<file path="src/rtl/rgmii_rx_pkg.sv">
// Shared definitions for the RGMII receive unpacker: state encoding, framing
// constants and CRC-32 constants used by both the receive path and the CRC core.
package rgmii_rx_pkg;

    typedef enum logic [2:0] {
        ST_IDLE,
        ST_PRE,
        ST_HDR,
        ST_CNT,
        ST_DATA,
        ST_TAIL,
        ST_SKIP,
        ST_DROP
    } rx_state_t;

    localparam logic [7:0]  PREAMBLE    = 8'h55;
    localparam logic [7:0]  SFD         = 8'hD5;
    localparam logic [31:0] CRC_INIT    = 32'hFFFF_FFFF;
    localparam logic [31:0] CRC_POLY    = 32'hEDB8_8320;
    localparam logic [31:0] CRC_RESIDUE = 32'hDEBB_20E3;
    localparam int          HDR_LEN     = 14;
    localparam int          WORD_BYTES  = 5;

    function automatic logic [15:0] satInc(input logic [15:0] v);
        return (v == 16'hFFFF) ? v : v + 16'd1;
    endfunction

endpackage

</file>
<file path="src/rtl/crc32_d8.sv">
// Byte-wide reflected CRC-32 next-state logic, LSB of the byte enters first.
// Shared with the transmit side so both ends agree on bit ordering.
module crc32_d8
    import rgmii_rx_pkg::*;
(
    input  logic [31:0] i_crc,
    input  logic [7:0]  i_byte,
    output logic [31:0] o_crc
);

    always_comb begin : crcStep
        logic [31:0] c;
        c = i_crc ^ {24'd0, i_byte};
        for (int b = 0; b < 8; b++) begin
            c = c[0] ? ((c >> 1) ^ CRC_POLY) : (c >> 1);
        end
        o_crc = c;
    end

endmodule

</file>
<file path="src/rtl/rgmii_rx_unpack.sv">
// RGMII receive unpacker: preamble/SFD detection, DA/EtherType filtering,
// 40-bit word recovery toward the DAC FIFO and FCS check with per-frame status.
module rgmii_rx_unpack
    import rgmii_rx_pkg::*;
#(
    parameter logic [47:0] MAC_ADDR  = 48'h02_00_00_00_00_01,
    parameter bit          CHECK_DA  = 1'b1,
    parameter logic [15:0] ETHERTYPE = 16'h88B5,
    parameter int          MAX_WORDS = 299
) (
    input  logic        rxclk,
    input  logic        reset,
    input  logic [7:0]  rx_byte,
    input  logic        rx_dv,
    input  logic        rx_er,
    input  logic        full,
    output logic [39:0] odata,
    output logic        wren,
    output logic        frame_ok,
    output logic        frame_bad,
    output logic [15:0] ok_cnt,
    output logic [15:0] bad_cnt,
    output logic [15:0] ovf_cnt
);

    rx_state_t   r_state;
    logic        r_dvPrev;
    logic [31:0] r_crc;
    logic        r_bad;
    logic [2:0]  r_preCnt;
    logic [3:0]  r_hdrCnt;
    logic        r_daUni;
    logic        r_daBcast;
    logic        r_etHiOk;
    logic        r_cntIdx;
    logic [15:0] r_wcnt;
    logic [15:0] r_wordCnt;
    logic [2:0]  r_byteIdx;
    logic [31:0] r_shift;
    logic [2:0]  r_tailCnt;

    logic [31:0] w_crcNext;
    logic [7:0]  w_daByte;
    logic [15:0] w_wcnt;
    logic        w_inFrame;
    logic        w_good;

    crc32_d8 u_crc (
        .i_crc  (r_crc),
        .i_byte (rx_byte),
        .o_crc  (w_crcNext)
    );

    always_comb begin
        w_daByte = 8'h00;
        case (r_hdrCnt)
            4'd0:    w_daByte = MAC_ADDR[47:40];
            4'd1:    w_daByte = MAC_ADDR[39:32];
            4'd2:    w_daByte = MAC_ADDR[31:24];
            4'd3:    w_daByte = MAC_ADDR[23:16];
            4'd4:    w_daByte = MAC_ADDR[15:8];
            4'd5:    w_daByte = MAC_ADDR[7:0];
            default: w_daByte = 8'h00;
        endcase
    end

    assign w_wcnt    = {r_wcnt[15:8], rx_byte};
    assign w_inFrame = (r_state == ST_HDR) || (r_state == ST_CNT) || (r_state == ST_DATA) ||
                       (r_state == ST_TAIL) || (r_state == ST_SKIP);
    assign w_good    = !r_bad && (r_state == ST_TAIL) && (r_tailCnt >= 3'd4) &&
                       (r_crc == CRC_RESIDUE);

    // dv_prev resets high so a frame already in flight at reset release is dropped.
    always_ff @(posedge rxclk or posedge reset) begin
        if (reset) begin
            r_state   <= ST_IDLE;
            r_dvPrev  <= 1'b1;
            r_crc     <= CRC_INIT;
            r_bad     <= 1'b0;
            r_preCnt  <= 3'd0;
            r_hdrCnt  <= 4'd0;
            r_daUni   <= 1'b0;
            r_daBcast <= 1'b0;
            r_etHiOk  <= 1'b0;
            r_cntIdx  <= 1'b0;
            r_wcnt    <= 16'd0;
            r_wordCnt <= 16'd0;
            r_byteIdx <= 3'd0;
            r_shift   <= 32'd0;
            r_tailCnt <= 3'd0;
            odata     <= 40'd0;
            wren      <= 1'b0;
            frame_ok  <= 1'b0;
            frame_bad <= 1'b0;
            ok_cnt    <= 16'd0;
            bad_cnt   <= 16'd0;
            ovf_cnt   <= 16'd0;
        end else begin
            r_dvPrev  <= rx_dv;
            wren      <= 1'b0;
            frame_ok  <= 1'b0;
            frame_bad <= 1'b0;
            if (!rx_dv) begin
                if (w_inFrame) begin
                    frame_ok  <= w_good;
                    frame_bad <= !w_good;
                    if (w_good) ok_cnt  <= satInc(ok_cnt);
                    else        bad_cnt <= satInc(bad_cnt);
                end
                r_state <= ST_IDLE;
            end else if (rx_er && (r_state == ST_HDR || r_state == ST_CNT ||
                                   r_state == ST_DATA || r_state == ST_TAIL)) begin
                r_bad   <= 1'b1;
                r_state <= ST_SKIP;
            end else begin
                case (r_state)
                    ST_IDLE: begin
                        if (!r_dvPrev && rx_byte == PREAMBLE) begin
                            r_state  <= ST_PRE;
                            r_preCnt <= 3'd1;
                        end else begin
                            r_state <= ST_DROP;
                        end
                    end
                    ST_PRE: begin
                        if (rx_byte == PREAMBLE) begin
                            if (r_preCnt == 3'd7) r_state <= ST_DROP;
                            else                  r_preCnt <= r_preCnt + 3'd1;
                        end else if (rx_byte == SFD) begin
                            r_state   <= ST_HDR;
                            r_crc     <= CRC_INIT;
                            r_bad     <= 1'b0;
                            r_hdrCnt  <= 4'd0;
                            r_daUni   <= 1'b1;
                            r_daBcast <= 1'b1;
                            r_etHiOk  <= 1'b0;
                        end else begin
                            r_state <= ST_DROP;
                        end
                    end
                    ST_HDR: begin
                        r_crc    <= w_crcNext;
                        r_hdrCnt <= r_hdrCnt + 4'd1;
                        if (r_hdrCnt < 4'd6) begin
                            if (rx_byte != w_daByte) r_daUni   <= 1'b0;
                            if (rx_byte != 8'hFF)    r_daBcast <= 1'b0;
                        end
                        if (r_hdrCnt == 4'd12) r_etHiOk <= (rx_byte == ETHERTYPE[15:8]);
                        // Filter verdict waits for the last EtherType byte.
                        if (r_hdrCnt == 4'(HDR_LEN - 1)) begin
                            if ((CHECK_DA && !r_daUni && !r_daBcast) || !r_etHiOk ||
                                (rx_byte != ETHERTYPE[7:0])) begin
                                r_bad   <= 1'b1;
                                r_state <= ST_SKIP;
                            end else begin
                                r_state  <= ST_CNT;
                                r_cntIdx <= 1'b0;
                            end
                        end
                    end
                    ST_CNT: begin
                        r_crc <= w_crcNext;
                        if (!r_cntIdx) begin
                            r_wcnt[15:8] <= rx_byte;
                            r_cntIdx     <= 1'b1;
                        end else begin
                            r_wcnt <= w_wcnt;
                            if (w_wcnt > 16'(MAX_WORDS)) begin
                                r_bad   <= 1'b1;
                                r_state <= ST_SKIP;
                            end else if (w_wcnt == 16'd0) begin
                                r_state   <= ST_TAIL;
                                r_tailCnt <= 3'd0;
                            end else begin
                                r_state   <= ST_DATA;
                                r_byteIdx <= 3'd0;
                                r_wordCnt <= 16'd0;
                            end
                        end
                    end
                    ST_DATA: begin
                        r_crc   <= w_crcNext;
                        r_shift <= {r_shift[23:0], rx_byte};
                        if (r_byteIdx == 3'(WORD_BYTES - 1)) begin
                            r_byteIdx <= 3'd0;
                            if (full) begin
                                ovf_cnt <= satInc(ovf_cnt);
                            end else begin
                                odata <= {r_shift, rx_byte};
                                wren  <= 1'b1;
                            end
                            r_wordCnt <= r_wordCnt + 16'd1;
                            if (r_wordCnt + 16'd1 == r_wcnt) begin
                                r_state   <= ST_TAIL;
                                r_tailCnt <= 3'd0;
                            end
                        end else begin
                            r_byteIdx <= r_byteIdx + 3'd1;
                        end
                    end
                    ST_TAIL: begin
                        r_crc <= w_crcNext;
                        if (r_tailCnt != 3'd4) r_tailCnt <= r_tailCnt + 3'd1;
                    end
                    default: ;
                endcase
            end
        end
    end

endmodule

</file>
<file path="config.mk">
export PLATFORM = sky130hd
export DESIGN_NAME = rgmii_rx_unpack
export DESIGN_NICKNAME = d
export VERILOG_FILES = /design/src/rtl/rgmii_rx_pkg.sv /design/src/rtl/crc32_d8.sv /design/src/rtl/rgmii_rx_unpack.sv
export SDC_FILE = /design/constraint.sdc
export NUM_CORES = 1
export LEC_CHECK = 0
export BUFFER_PORTS_ARGS = -buffer_cell sky130_fd_sc_hd__buf_2
export CAP_MARGIN = 10
export CORE_MARGIN = 10
export CORE_UTILIZATION = 55
export CTS_CLUSTER_DIAMETER = 200
export CTS_CLUSTER_SIZE = 30
export DETAILED_ROUTE_END_ITERATION = 8
export GPL_ROUTABILITY_DRIVEN = 1
export PLACE_DENSITY = 0.82
export SETUP_SLACK_MARGIN = 0.1
export SLEW_MARGIN = 30
export SYNTH_ARGS = -nofsm -noshare
export SYNTH_HDL_FRONTEND = slang
export SYNTH_SLANG_ARGS = --single-unit
</file>
<file path="constraint.sdc">
create_clock -name rxclk -period 7.7 [get_ports rxclk]
set_input_delay 1.155 -clock rxclk [delete_from_list [all_inputs] [get_ports rxclk]]
set_output_delay 1.155 -clock rxclk [all_outputs]
set_load 0.02 [all_outputs]
</file>
==> results of run 1 <==
-- synthesized netlist by cell type, types with 4 or more instances --
master,n
buf_2,13
o21ai_0,49
dfrtp_1,176
buf_6,6
clkbuf_1,19
o31ai_1,5
a21oi_1,56
nor4_1,9
a211o_1,4
nand2b_1,7
dfstp_2,33
buf_1,5
o41ai_1,6
nand2_1,65
nand4_1,25
mux2_2,51
mux2_1,39
and3_1,12
nor4b_1,4
nor2b_1,6
nor2_1,72
and2_1,13
ha_1,13
and4_1,8
xnor2_1,95
nand4b_1,5
xor2_1,41
nor3_1,12
nand3_1,28
inv_1,20
-- cell families after synthesis --
family | share of synthesized area [%]
xor gates and xnor gates | 11.52
and+or+nand+nor | 15.87
DFF | 49.61
adders and majority gates | 1.531
AOI/OAI and AO/OA | 8.538
muxes | 9.821
buffers and inverters | 3.109
-- through the flow --
step	hold WS, ns	cell area (um2)
detailed placement	0.4694	11300
CTS	0.4920	11590
finish	0.4903	11600
floorplan	0.4538	10630
global placement	0.4630	11270
global route	0.5142	11600
-- sequential cells by signal, summed over array words and instances (netlist names), 3 cells and up --
name,flops
bad_cnt,16
odata,40
ok_cnt,16
ovf_cnt,16
r_byteIdx,3
r_crc,32
r_hdrCnt,4
r_preCnt,3
r_shift,32
r_state,3
r_tailCnt,3
r_wcnt,16
r_wordCnt,16
-- layer usage --
metal / part of all wire (%) / vias to the layer above / global-route usage, % / routed length, um
met1: 44 / 3723 / 24.58 / 10500
li1: - / 3545 / - / -
met3: 5.5 / 37 / 2.943 / 1295
met5: 0 / - / 0 / 0
met2: 48 / 222 / 29.49 / 11470
met4: 1.8 / 0 / 4.086 / 432
-- cell type report --
cell class,count,area [um2],share of cell area [%]
Clock buffer,16,294.0,2.535
Sequential cell,209,5271,45.45
Tap cell,260,325.3,2.805
Inverter,20,87.58,0.7552
Timing Repair Buffer,109,580.6,5.006
Multi-Input combinational cell,695,5039,43.45
-- power breakdown --
group          leakage (nW)  switching (W)  internal, W
Combinational          2.49       0.000905     0.000762
Sequential             2.68       0.000344      0.00145
Clock                 0.141       0.000342     0.000268
Total                  5.31        0.00159      0.00248
-- worst max path at each step --
stage / startpoint / endpoint / slack, ns / cells after the start
floorplan: reset / bad_cnt[0] / 0.89 / 1
global placement: rx_dv / odata[36] / 3.75 / 7
detailed placement: rx_dv / odata[1] / 3.89 / 8
CTS: r_state[2] / odata[12] / 4.11 / 7
global route: r_state[2] / odata[1] / 3.93 / 7
finish: r_state[2] / odata[12] / 4.10 / 7
-- worst max-delay path: cells and delay by family (launching register included) --
family	cells	cell delay, ns
and+or+nand+nor	4	1.80
muxes	1	0.34
buffers and inverters	2	0.54
DFF	1	0.78
==> results.ini, run 1 <==
[worst_setup_path]
path_max_fanout = 36
reg2reg_depth = 7
cp_slowest_stage_delay_ns = 0.78
r2r_slack_ns = 4.10
critPathKind = register to register
slowest_stage = dfrtp_1
rr_startpoint = r_state[2]
timing.rr.end = odata[12]
crit_path_cell_trace = or3b_4, or3_1, buf_4, or2_4, nor2_4, buf_16, mux2_1
cp.arrival_ns = 3.95
crit_path_start_kind = register
cp-end-kind = register
critPathRequiredTime_ns = 8.05

[route]
drt_wl_total_mm = 23.69
wl_per_cell_um = 18.10
via_per_inst = 5.750
first_pass_iters = 5
drcViolationCount = 0
antenna_left = 0
drtIter0Drc = 467
dr_total_vias = 7527

[logic_synthesis]
ys_seq_area_share_pct = 49.61
synth_top_area_share_pct = 41.45
synth_edf_count = 0
yosys.area.top_type = dfrtp_1
yosys_warnings = 0
async_flop_share_pct = 100.0
synthCells = 972
synth_top_flop_cell = dfrtp_1
synth_cell_types = 74
ys_top_cells_by_area = dfrtp_1 (41%), dfstp_2 (8.2%), xnor2_1 (7.8%)
synth_nets = 998
ys_ff_latch = 209
syn_area_per_cell_um2 = 10.93
netlist_area_um2 = 10630

[floorplan]
num_io_pins = 104
die_x_um = 159.0
start_util_pct = 56.43
die_h_um = 159.0
dieArea_um2 = 25280
coreArea_um2 = 18830
rows = 50

[timing]
hold_viol = 0
relSlewSlack_pct = 36.41
slew_violations = 0
rsz0062_at_grt = false
fin_tns_setup_ns = 0
fin_crit_sh_pct = 46.77
max_slew.worst_pin.slew_ns = 0.9470
setup_viol = 0
setup_ws_ns = 4.099
fmax_mhz = 277.7
min_period_ns = 3.601
finClkSkew_ns = 0.02288

[worst_hold_path]
hold_depth = 1
hold_path.startpoint = odata[24]
holdPathEnd = odata[24]
hp-class = register to register

[final_layout]
layout_commonest_cell = dfrtp_1
drive_gt1_share_pct = 22.02
final_cells = 1309
final_util_pct = 61.59
area_growth_pct = 9.150
layout_common_cells = dfrtp_1 (176), buf_2 (103), xnor2_1 (95)
nFillCells = 1509
nNetsFinal = 1071
num_antenna_cells = 0

[clock_network]
clockBufferDepth = 3
clock-root-buffer = clkbuf_16
cts_max_level = 1
clk-insertion-delay-late_ns = 0.47
cts_setup_buffers = 0
path_clk_slew_ns = 0.12
holdBufCountCts = 0
cts.sinks = 209
cts_resized = 0
cts_buffers = 10
cts_tree = yes

[status]
status = finished, final reports clean

[grt]
grt-ovfl-total = 0
grt_first_pass_wirelength_mm = 39.20
grt_max_degree = 149
grt_pass1_vias = 7499
track_usage_pct = 18.01
antenna_found_initial = 0

[power_and_ir_drop]
p_per_area_nw_per_um2 = 351.5
cellLeakagePower_nw = 5.311
p_total_w = 0.004077
ir_drop_uv = 233.7

[run]
max-cap-violations = 0

[placement]
dp.cells = 1293
io_buffer_count = 103
dp_slack_ns = 3.894
gp_congestion = 0.8804
hpwl_mm = 16.59

(Power assumes the default switching activity.)
==> run 2, diff against run 1 <==
- ABC_AREA: default -> 1
- CORE_UTILIZATION: 55 -> 54
- PLACE_DENSITY: 0.82 -> 0.83
- clock period: 7.7 -> 3.3 ns (I/O delays scaled with it)
==> run 2 against run 1 <==
  * Sequential share of layout area decreased by 3.0 points
  * Core utilization decreased by 0.78 points
  * Maximum frequency increased by 31%
  * Global-route usage increased by 1.5 points
  * Power increased by 140%
  * Wire length increased by 12%
  * Clock skew decreased by 0.0079 ns
==> results.ini, run 2 <==
[status]
status = finished, final reports clean

[power_and_ir_drop]
power.switching_w = 0.004333
p_seq_share_pct = 40.7
intPower_w = 0.005644
cellLeakagePower_nw = 6.051
clockPowerShare_pct = 14.3
ir_drop_uv = 451.5
p_sw_share_pct = 43.43
p_comb_share_pct = 45.0
p_per_area_nw_per_um2 = 803.2

[logic_synthesis]
ys_seq_area_share_pct = 46.68
synth-xor-area-share_pct = 9.838
synth.area.mux_share_pct = 0.08863
synthSimpleGateAreaFrac_pct = 22.52
synth_top_family_by_area = simple AND/OR/NAND/NOR gates
synth_most_common_cell = nand2_1
syn_area_per_cell_um2 = 8.310
synth_compound_area_share_pct = 11.56
synth_top_flop_cell = dfrtp_1
synth_nets = 1385
netlist_area_um2 = 11290
synth_cell_types = 48
synth_fa_ha_area_share_pct = 1.440
synth.top_cells.by_count = nand2_1 (328), dfrtp_1 (176), inv_1 (173)
yosys.area.top_type = dfrtp_1
ys_top_cells_by_area = dfrtp_1 (39%), nand2_1 (11%), dfstp_2 (7.7%)
synth_edf_count = 0
ys_ff_latch = 209
synth_top_area_share_pct = 39.00
async_flop_share_pct = 100.0
yosys_warnings = 0
synthCells = 1359

[worst_setup_path]
critPathKind = register to register
cp-end-kind = register
timing.rr.end = odata[5]
crit_path_cell_trace = nor2_1, nand2_1, nand2_2, inv_2, nand3_4, nand2_4, nand2_4, clkinv_2, nand2_4, nor2_8, inv_4, nor2_8, inv_4, buf_4, nand2_1, o21ai_2
cp.arrival_ns = 3.14
rr_startpoint = r_state[0]
crit_path_frequent_cell = nand2_4
critPathRequiredTime_ns = 3.70
cp_slowest_stage_delay_ns = 0.46
slowest_stage = dfrtp_1
path_max_fanout = 38
crit_path_start_kind = register
r2r_slack_ns = 0.56
reg2reg_depth = 16

[floorplan]
die_h_um = 164.6
start_util_pct = 55.28
dieArea_um2 = 27100
coreArea_um2 = 20430
num_io_pins = 104
rows = 52
die_x_um = 164.6

[run]
max-cap-violations = 0

[grt]
antenna_found_initial = 1
grt-ovfl-total = 0
grt_first_pass_wirelength_mm = 44.30
grt_max_degree = 65
track_usage_pct = 19.49
grt_pass1_vias = 9040

[route]
drtIter0Drc = 756
wl_per_cell_um = 15.37
antenna_left = 0
drcViolationCount = 0
dr_total_vias = 9269
first_pass_iters = 5
via_per_inst = 5.355
drt_wl_total_mm = 26.60

[final_layout]
largest_register_ffs = 40
reg_top3 = odata (40), r_crc (32), r_shift (32)
final_cells = 1731
final_util_pct = 60.80
nNetsFinal = 1483
nFillCells = 1790
area_growth_pct = 9.993
layout_common_cells = nand2_1 (328), dfrtp_1 (176), inv_1 (172)
largest-register = odata
num_antenna_cells = 0
drive_gt1_share_pct = 15.40
multiInputGateArea_um2 = 5132
layout_commonest_cell = nand2_1
regArea_um2 = 5271

[placement]
hpwl_mm = 20.02
dp_slack_ns = 0.5354
dp.cells = 1715
gp_congestion = 0.9512
io_buffer_count = 103

[timing]
rsz0062_at_grt = false
relSlewSlack_pct = 39.54
finClkSkew_ns = 0.01503
fin_tns_setup_ns = 0
setup_viol = 0
fin_crit_sh_pct = 83.04
fmax_mhz = 364.9
max_slew.worst_pin.slew_ns = 0.8840
slew_violations = 0
min_period_ns = 2.740
hold_viol = 0
setup_ws_ns = 0.5598

[clock_network]
cts.sinks = 209
cts_max_level = 1
clock-root-buffer = clkbuf_16
cts_tree = yes
cts_setup_buffers = 0
path_clk_slew_ns = 0.12
cts_buffers = 10
clockBufferDepth = 3
clk-insertion-delay-late_ns = 0.48
cts_resized = 0
holdBufCountCts = 0

[worst_hold_path]
hp-class = primary input to async pin

-- run 2: cell families (layout without fill, tap and decap cells) --
| family | count (synthesis) | count (layout) |
|---|---|---|
| mux | 1 | 1 |
| buf+inv | 214 | 316 |
| simple gates | 581 | 581 |
| flops | 209 | 209 |
| xor+xnor | 119 | 119 |
| fa+ha+maj | 13 | 13 |
| compound gates | 222 | 222 |
-- run 2: cell type report --
class,count,share of cell area (%)
clock buffers,16,2.367
multi-input cells,936,41.32
flip-flops and latches,209,42.44
well taps,270,2.720
inverters,178,5.459
repair buffers,122,5.701
-- run 2: through the flow --
| stage | hold slack, ns | cell area [um2] | total power (W) |
|---|---|---|---|
| floorplan | 0.4492 | 11300 | 0.007329 |
| global placement | 0.4527 | 12130 | 0.008421 |
| detailed placement | 0.4560 | 12130 | 0.008562 |
| CTS | 0.1707 | 12420 | 0.009994 |
| global route | 0.1894 | 12420 | 0.01076 |
| finish | 0.1532 | 12420 | 0.009977 |
-- run 2: worst max-delay path by stage --
stage	from	cells after the start	to	slack [ns]
after global placement	rx_byte[3]	9	r_crc[12]	0.57
after floorplan	reset	1	bad_cnt[0]	0.12
after detailed placement	rx_byte[3]	9	r_crc[0]	0.54
final	r_state[0]	16	odata[5]	0.56
after global routing	r_state[0]	16	odata[5]	0.34
after CTS	r_state[0]	16	odata[5]	0.58
-- run 2: metal layers --
layer  track usage, %  vias up  part of all wire, %  routed length, um
li1                 -     4597                    -                  -
met1            26.81     4400                   45              12040
met2            32.23      238                   48              12660
met3            2.539       32                  5.3               1421
met4            4.388        2                  1.7                462
met5                0        -                0.049                 13
-- run 2: worst max-delay path: cells and delay by family, from the launching register on --
kind	cells	cell delay [ns]
compound gates	1	0.06
simple gates	10	1.15
buf+inv	5	0.98
flops	1	0.46
-- run 2: power groups by stage --
| stage | Clock (W) | Combinational (W) | Sequential (W) |
|---|---|---|---|
| 6_report | 0.00143 | 0.00449 | 0.00406 |
| 5_1_grt | 0.00153 | 0.00506 | 0.00417 |
| 4_1_cts | 0.00146 | 0.00449 | 0.00405 |
| 3_5_place_dp | 0 | 0.00446 | 0.00410 |
| 3_3_place_gp | 0 | 0.00435 | 0.00407 |
| 2_1_floorplan | 0 | 0.00315 | 0.00418 |
